`config.mk`:
```
export PLATFORM = sky130hd
export DESIGN_NAME = vc_domain_arb4
export DESIGN_NICKNAME = d
export VERILOG_FILES = /design/src/rtl/vc_domain_arb4.sv
export SDC_FILE = /design/constraint.sdc
export NUM_CORES = 1
export LEC_CHECK = 0
export ABC_AREA = 1
export CAP_MARGIN = 20
export CORE_MARGIN = 3
export CORE_UTILIZATION = 40
export CTS_CLUSTER_DIAMETER = 40
export DETAILED_ROUTE_END_ITERATION = 12
export PLACE_DENSITY = 0.74
export REMOVE_ABC_BUFFERS = 1
export SETUP_SLACK_MARGIN = 0.02
export SYNTH_ARGS = -nofsm -noshare
export SYNTH_HDL_FRONTEND = slang
export SYNTH_SLANG_ARGS = --single-unit
export TNS_END_PERCENT = 50
```
`constraint.sdc`:
```
create_clock -name clk -period 2.6 [get_ports clk]
set_clock_uncertainty 0.15 [all_clocks]
set_input_delay 0.78 -clock clk [delete_from_list [all_inputs] [get_ports clk]]
set_output_delay 0.78 -clock clk [all_outputs]
set_load 0.02 [all_outputs]
```
`src/rtl/vc_domain_arb4.sv`:
```
// Four-requester round-robin arbiter feeding the domain-labelled 4:1 mux.
// Inserts p_switch_gap idle cycles whenever the granted domain changes.
module vc_domain_arb4 #(
    parameter int unsigned p_switch_gap = 1
) (
    input  logic       clk,
    input  logic       reset,
    input  logic [3:0] req_val,
    input  logic [3:0] req_domain,
    output logic [3:0] req_rdy,
    output logic [1:0] sel,
    output logic       domain,
    output logic       out_val,
    input  logic       out_rdy,
    output logic [1:0] dbg_state,
    output logic [1:0] dbg_ptr
);

    typedef enum logic [1:0] {
        ST_IDLE  = 2'd0,
        ST_GAP   = 2'd1,
        ST_GRANT = 2'd2
    } state_e;

    localparam logic [1:0] GAP_INIT = 2'(p_switch_gap);
    localparam logic       GAP_EN   = (p_switch_gap > 0);

    state_e     state_q, state_d;
    logic [1:0] ptr_q, ptr_d;
    logic [1:0] g_q, g_d;
    logic       dom_q, dom_d;
    logic       last_dom_q, last_dom_d;
    logic [1:0] gap_cnt_q, gap_cnt_d;

    logic       fire;
    logic       arb_en;
    logic [3:0] arb_vec;
    logic [1:0] arb_ptr;
    logic       cmp_dom;
    logic [2:0] win;

    // Returns {found, index}: first set bit of v scanning p, p+1, p+2, p+3.
    function automatic logic [2:0] rr_pick(input logic [3:0] v, input logic [1:0] p);
        logic [2:0] r;
        logic [1:0] idx;
        r = 3'b000;
        for (int k = 3; k >= 0; k--) begin
            idx = p + 2'(k);
            if (v[idx]) r = {1'b1, idx};
        end
        return r;
    endfunction

    always_ff @(posedge clk or negedge reset) begin
        if (!reset) begin
            state_q    <= ST_IDLE;
            ptr_q      <= 2'd0;
            g_q        <= 2'd0;
            dom_q      <= 1'b0;
            last_dom_q <= 1'b0;
            gap_cnt_q  <= 2'd0;
        end else begin
            state_q    <= state_d;
            ptr_q      <= ptr_d;
            g_q        <= g_d;
            dom_q      <= dom_d;
            last_dom_q <= last_dom_d;
            gap_cnt_q  <= gap_cnt_d;
        end
    end

    always_comb begin
        state_d    = state_q;
        ptr_d      = ptr_q;
        g_d        = g_q;
        dom_d      = dom_q;
        last_dom_d = last_dom_q;
        gap_cnt_d  = gap_cnt_q;
        arb_en     = 1'b0;
        arb_vec    = req_val;
        arb_ptr    = ptr_q;
        cmp_dom    = last_dom_q;
        fire       = (state_q == ST_GRANT) && req_val[g_q] && out_rdy;

        case (state_q)
            ST_IDLE: arb_en = 1'b1;
            ST_GAP: begin
                gap_cnt_d = gap_cnt_q - 2'd1;
                if (gap_cnt_q == 2'd1) state_d = ST_GRANT;
            end
            ST_GRANT: begin
                // On accept, re-arbitrate immediately so same-domain traffic streams without bubbles.
                if (fire) begin
                    last_dom_d = dom_q;
                    ptr_d      = g_q + 2'd1;
                    arb_en     = 1'b1;
                    arb_vec    = req_val & ~(4'b0001 << g_q);
                    arb_ptr    = g_q + 2'd1;
                    cmp_dom    = dom_q;
                    state_d    = ST_IDLE;
                end
            end
            default: state_d = ST_IDLE;
        endcase

        win = rr_pick(arb_vec, arb_ptr);
        if (arb_en && win[2]) begin
            g_d   = win[1:0];
            dom_d = req_domain[win[1:0]];
            if ((dom_d != cmp_dom) && GAP_EN) begin
                gap_cnt_d = GAP_INIT;
                state_d   = ST_GAP;
            end else begin
                state_d = ST_GRANT;
            end
        end
    end

    // Handshake: a transfer happens on a cycle where out_val and out_rdy are both high;
    // req_rdy[g] mirrors out_rdy combinationally so the requester sees the same accept.
    always_comb begin
        out_val   = (state_q == ST_GRANT) && req_val[g_q];
        req_rdy   = 4'b0000;
        if (state_q == ST_GRANT) req_rdy[g_q] = out_rdy;
        sel       = g_q;
        domain    = dom_q;
        dbg_state = state_q;
        dbg_ptr   = ptr_q;
    end

endmodule

```
Yosys cells after proc, flatten, opt, wreduce, memory -nomap -nowiden --
Index checks and enable logic that the tools add are counted.
Operators by class: $add $sub $neg 5, magnitude comparators 7, equal/unequal tests 7, shift-type cells 1, mux-type cells 35, bitwise operators 3, reductions and logical operators 6
Operator list (number):
- < comparator 2 x 3 -> 1 bit (second input constant) | 6
- two-way mux 2 bit | 9
- binary-select mux 1 bit (select 2 bit) | 6
- two-way mux 3 bit | 4
- two-way mux 4 bit | 3
- two-way mux 1 bit | 10
- bitwise AND 4 bit | 2
- case mux 2 bit (3 select lines) | 1
- adder 2 x 1 -> 2 bit (second input constant) | 2
- adder 2 bit (second input constant) | 2
- equality test 2 x 1 -> 1 bit (second input constant) | 2
- logical AND 1 bit | 4
- inverter 4 bit | 1
- << shifter 1 x 2 -> 4 bit (first input constant) | 1
- inequality test 3 x 2 -> 1 bit (second input constant) | 1
- inequality test 3 bit (second input constant) | 1
- AND reduction 3 bit | 1
- demux 1 bit (select 2 bit) | 1
- equality test 2 bit (second input constant) | 1
- >= comparator 2 x 1 -> 1 bit (second input constant) | 1
- zero test 2 bit | 1
- inequality test 2 bit (second input constant) | 1
- case mux 1 bit (2 select lines) | 1
- subtractor 2 x 1 -> 2 bit (second input constant) | 1
- inequality test 1 bit | 1
Storage, ports and cells: register bits after elaboration 10, input bits 11, word-level logic and storage cells 70

Depth between registers and ports, before layout --
depth after elaboration 18, gate-level depth with buffers 23, mapped depth without buffers 23

Least setup slack after synthesis --
OpenSTA, ideal clock, no wires.
path type reg2reg, start register g_q[1], in the netlist sel[1], end register state_q[1], in the netlist dbg_state[1], library setup time 0.118 ns, arrival time 2.402 ns, data required time 2.332 ns, slack -0.070 ns, cell stages (with the launch flop) 22, path buffers 0, period minus slack after synthesis 2.670 ns, cell sequence dfrtp_1 > inv_1 > ha_1 > nand2_1 > nor2_1 > nand3_1 > nand2_1 > inv_1 > nand2_1 > nand2_2 > nand2_2 > nand2_2 > nor2_1 > nor2_2 > nand2_2 > nand2_2 > nand2_1 > nand3_2 > nand3_1 > nand3_2 > nand3_2 > nand2_1
Between the ends: cells in the longest elaborated chain, start to end 18
Ends and longest elaborated chain:
- start: declaration | RTL line 30 | logic [1:0] g_q, g_d;
- start signal: assignment | RTL line 65 | g_q <= g_d;
- binary-select mux 1 bit (select 2 bit) | RTL line 83 | fire = (state_q == ST_GRANT) && req_val[g_q] && out_rdy;
- two-way mux 1 bit (implied by the code) | RTL line 83
- logical AND 1 bit (2 in series) | RTL line 83
- two-way mux 2 bit | RTL line 93 | if (fire) begin
- two-way mux 2 bit | RTL line 85 | case (state_q)
- adder 2 bit | RTL line 48 | idx = p + 2'(k);
- binary-select mux 1 bit (select 2 bit) | RTL line 49 | if (v[idx]) r = {1'b1, idx};
- two-way mux 1 bit (implied by the code) | RTL line 49
- two-way mux 3 bit (4 in series) | RTL line 49
- binary-select mux 1 bit (select 2 bit) | RTL line 109 | dom_d = req_domain[win[1:0]];
- two-way mux 1 bit (implied by the code) | RTL line 109
- inequality test 1 bit | RTL line 110 | if ((dom_d != cmp_dom) && GAP_EN) begin
- two-way mux 2 bit | RTL line 110
- two-way mux 2 bit | RTL line 107 | if (arb_en && win[2]) begin
- end signal: assignment | RTL line 63 | state_q <= state_d;
- end: declaration | RTL line 28 | state_e state_q, state_d;
Parallel ways exist; a longest one is shown, timed or not. The select of a mux whose other input is x is not followed. A chain may end at the register's enable or synchronous reset.

Worst setup path in the final report --
start input req_val[1], end register state_q[1], in the netlist dbg_state[1]
Between the ends: cells in the longest elaborated chain, start to end 18
Ends and longest elaborated chain:
- start: declaration | RTL line 8 | input logic [3:0] req_val,
- binary-select mux 1 bit (select 2 bit) (*) | RTL line 83
- two-way mux 1 bit (implied by the code) (*) | RTL line 83
- logical AND 1 bit (*) (2 in series) | RTL line 83
- two-way mux 2 bit (*) | RTL line 93
- two-way mux 2 bit (*) | RTL line 85
- net arb_ptr[0] | RTL line 38 | logic [1:0] arb_ptr;
- adder 2 bit | RTL line 48
- binary-select mux 1 bit (select 2 bit) | RTL line 49
- two-way mux 1 bit (implied by the code) | RTL line 49
- two-way mux 3 bit (3 in series) | RTL line 49
- two-way mux 3 bit (*) | RTL line 49
- binary-select mux 1 bit (select 2 bit) | RTL line 109
- two-way mux 1 bit (implied by the code) | RTL line 109
- inequality test 1 bit | RTL line 110
- two-way mux 2 bit | RTL line 110
- two-way mux 2 bit | RTL line 107
Mark *: on every way through the listed nets, which the timed path passes. The rest lies on a longest branch. The select of a mux whose other input is x is not followed.

==> impl_metrics.tcl <==
set metrics [dict create \
    drt-total-wl_um 3730 \
    clk_latency_ns 0.27 \
    crit_required_ns 2.62 \
    root_buffer "clkbuf_4" \
    synth_edf_count 0 \
    synth_async_sr_flop_share 1.00 \
    crit_path_frequent_cell "nand2_2" \
    fmax_mhz 372 \
    setup_tns_ns -0.326 \
    slowest_stage "nand3_4" \
    clkSinkCount 10 \
    die-area_mm2 0.00329 \
    critPathMaxStageDelay_ns 0.15 \
    grt_overflow_total 0 \
    htree_num_levels 1 \
    diodes 0 \
    crit_chain "buf_2, nand2_4, nand3_4, nand3_4, nand2_4, nand2_8, nand2_4, nand3_1, nand2_2, inv_1, nand2_1, nand2_2, nand2_4, nand2_2, nand3_2, nand2_2, nand2_2, nand3_4, nand3_2, nand2_2" \
    cp_top_family "simple AND/OR/NAND/NOR gates" \
    synthFlopType "dfrtp_1" \
    drtIter0Drc 44 \
    die_y_um 57.3 \
    ant_nets 0 \
    synthCells 155 \
    drt_first_pass_iters 4 \
    hold_viol_final 0 \
    hold_path_class "reg -> reg" \
    layout.nets 233 \
    place_hpwl_um 2180 \
    placedInstanceArea_mm2 0.00144 \
    postSynthAreaPerCell_um2 6.80 \
    via_count 1242 \
    end_kind "flop" \
    cts_tree "done" \
    timing.final.crit_share 1.03 \
    reg2reg_depth 21 \
    io_pins 23 \
    area_delta_synth_final_pct 77.8 \
    yosysWarnings 0 \
    fp.coreArea_mm2 0.00236 \
    ys_seq_elements 10 \
    status "complete, but fails checks" \
    hold_path_depth 2 \
    layout_commonest_cell "buf_4" \
    cp-start-kind "primary input" \
    timing.final.max_slew_violations 0 \
    path_clk_slew_ns 0.08 \
    violations "negative setup slack" \
    cp_num_cells 20 \
    r2r_slack_ns -0.07 \
    cts.path.max_buffers 2 \
    hold_buffers 0 \
    place_congestion 0.823 \
    critical_path_class "in -> reg" \
    post-route-min-period_ns 2.69 \
    antenna_found_initial 0 \
    grt_max_degree 11 \
    design_area_mm2 0.00187 \
    fin_ws_ns -0.0902 \
    worst_pin_slew_ns 0.452 \
    drive_gt1_frac 0.583 \
    cts_made_buffers 3 \
    synth-seq-area-share 0.238 \
    rows 17 \
    critPathMaxFanout 8 \
    initial_core_util 0.446 \
    wire_per_inst_um 15.3 \
    syn_area_mm2 0.00105 \
    maxSlewHeadroom 0.698 \
    grt.total_usage 0.210 \
    viasPerCell 5.09 \
    arrival_ns 2.71 \
    critPathBufInv 2 \
    grt_pass1_wl_um 5410 \
    ys_types 20 \
    io_buffers 22 \
    drc 0 \
    max_cap_viol_count 0 \
    rsz0062_at_grt "yes" \
    first_global_vias 1258 \
    mostFrequentLayoutCells "26 x buf_4, 24 x nand2_4, 21 x nand2_2" \
    die_w_um 57.3 \
    setup_viol 7 \
]
per-stage QoR:
step	setup slack, ns	instances	utilization	hold WS (ns)
after floorplan	-0.0703	155	-	0.334
after global placement	-0.604	222	0.608	0.351
after detailed placement	-0.688	222	0.608	0.375
after CTS	0.0130	237	0.693	0.399
after global routing	-0.283	244	0.793	0.423
final	-0.0902	244	0.793	0.391
worst register-to-register path: stages (launching register included):
cell and delay, ns:
dfrtp_2 0.50, buf_6 0.16, nand2_4 0.07, nand3_4 0.14
nand3_4 0.18, nand2_2 0.08, nand2_4 0.12, nand2_1 0.12
nand2_4 0.11, nand2_4 0.07, nand2_4 0.07, nor2_4 0.04
nor2_2 0.11, nand2_2 0.08, nand2_4 0.09, nand2_2 0.05
nand3_2 0.09, nand2_2 0.07, nand2_2 0.07, nand3_4 0.09
nand3_2 0.07, nand2_2 0.04
path summary, 6_finish.rpt:
path | from | endpoint
max | req_val[1] | dbg_state[1]
min | domain | domain
max reg2reg | sel[0] | dbg_state[1]
min reg2reg | domain | domain
max in group asynchronous | reset | sel[0]
min in group asynchronous | reset | dbg_state[0]
logic make-up after synthesis:
family                   after synthesis  share of synthesized area
buffers and inverters                 24                     0.0855
flip-flops                            10                      0.238
AND/OR/NAND/NOR                      109                      0.577
XOR/XNOR                               1                    0.00832
AO/OA/AOI/OAI                          6                     0.0321
adder cells (fa/ha/maj)                5                     0.0594
registers in the layout (all words and copies together), names as in the netlist:
name,cells
dbg_ptr,2
dbg_state,2
domain,1
gap_cnt_q,2
last_dom_q,1
sel,2
cell usage after synthesis (4+ instances only):
| library cell | number | area, µm² |
|---|---|---|
| nand2_1 | 43 | 161 |
| nand4_1 | 4 | 25.0 |
| inv_1 | 21 | 78.8 |
| ha_1 | 5 | 62.6 |
| nand2_2 | 20 | 125 |
| o21ai_0 | 5 | 25.0 |
| nand3_1 | 18 | 90.1 |
| nor2_1 | 8 | 30.0 |
| nand3_2 | 4 | 40.0 |
| dfrtp_1 | 10 | 250 |
timing repair:
| action | 4_1_cts | 5_1_grt |
|---|---|---|
| pin swaps | 27 | 28 |
| gates cloned | 0 | 0 |
| buffers inserted | 11 | 7 |
| setup endpoints to repair | 12 | 11 |
| gates resized for setup | 55 | 54 |
routing by layer:
metal  global-route usage  vias up  share of wire
met5                    0        -              0
met2                0.377       20           0.55
met4               0.0861        0          0.029
met1                0.239      596           0.40
li1                     -      616              -
met3               0.0452       10          0.014
area by class of cell:
| type | count | area [µm²] |
|---|---|---|
| multi-input combinational | 121 | 961 |
| timing repair buffer | 57 | 494 |
| fill | 159 | 488 |
| sequential | 10 | 254 |
| inverter | 24 | 92.6 |
| clock buffer | 4 | 36.3 |
| tap | 28 | 35.0 |
Power is left out: the tool's default activity adds up to more than one toggle a clock period on the data nets, which glitch-free logic cannot reach.
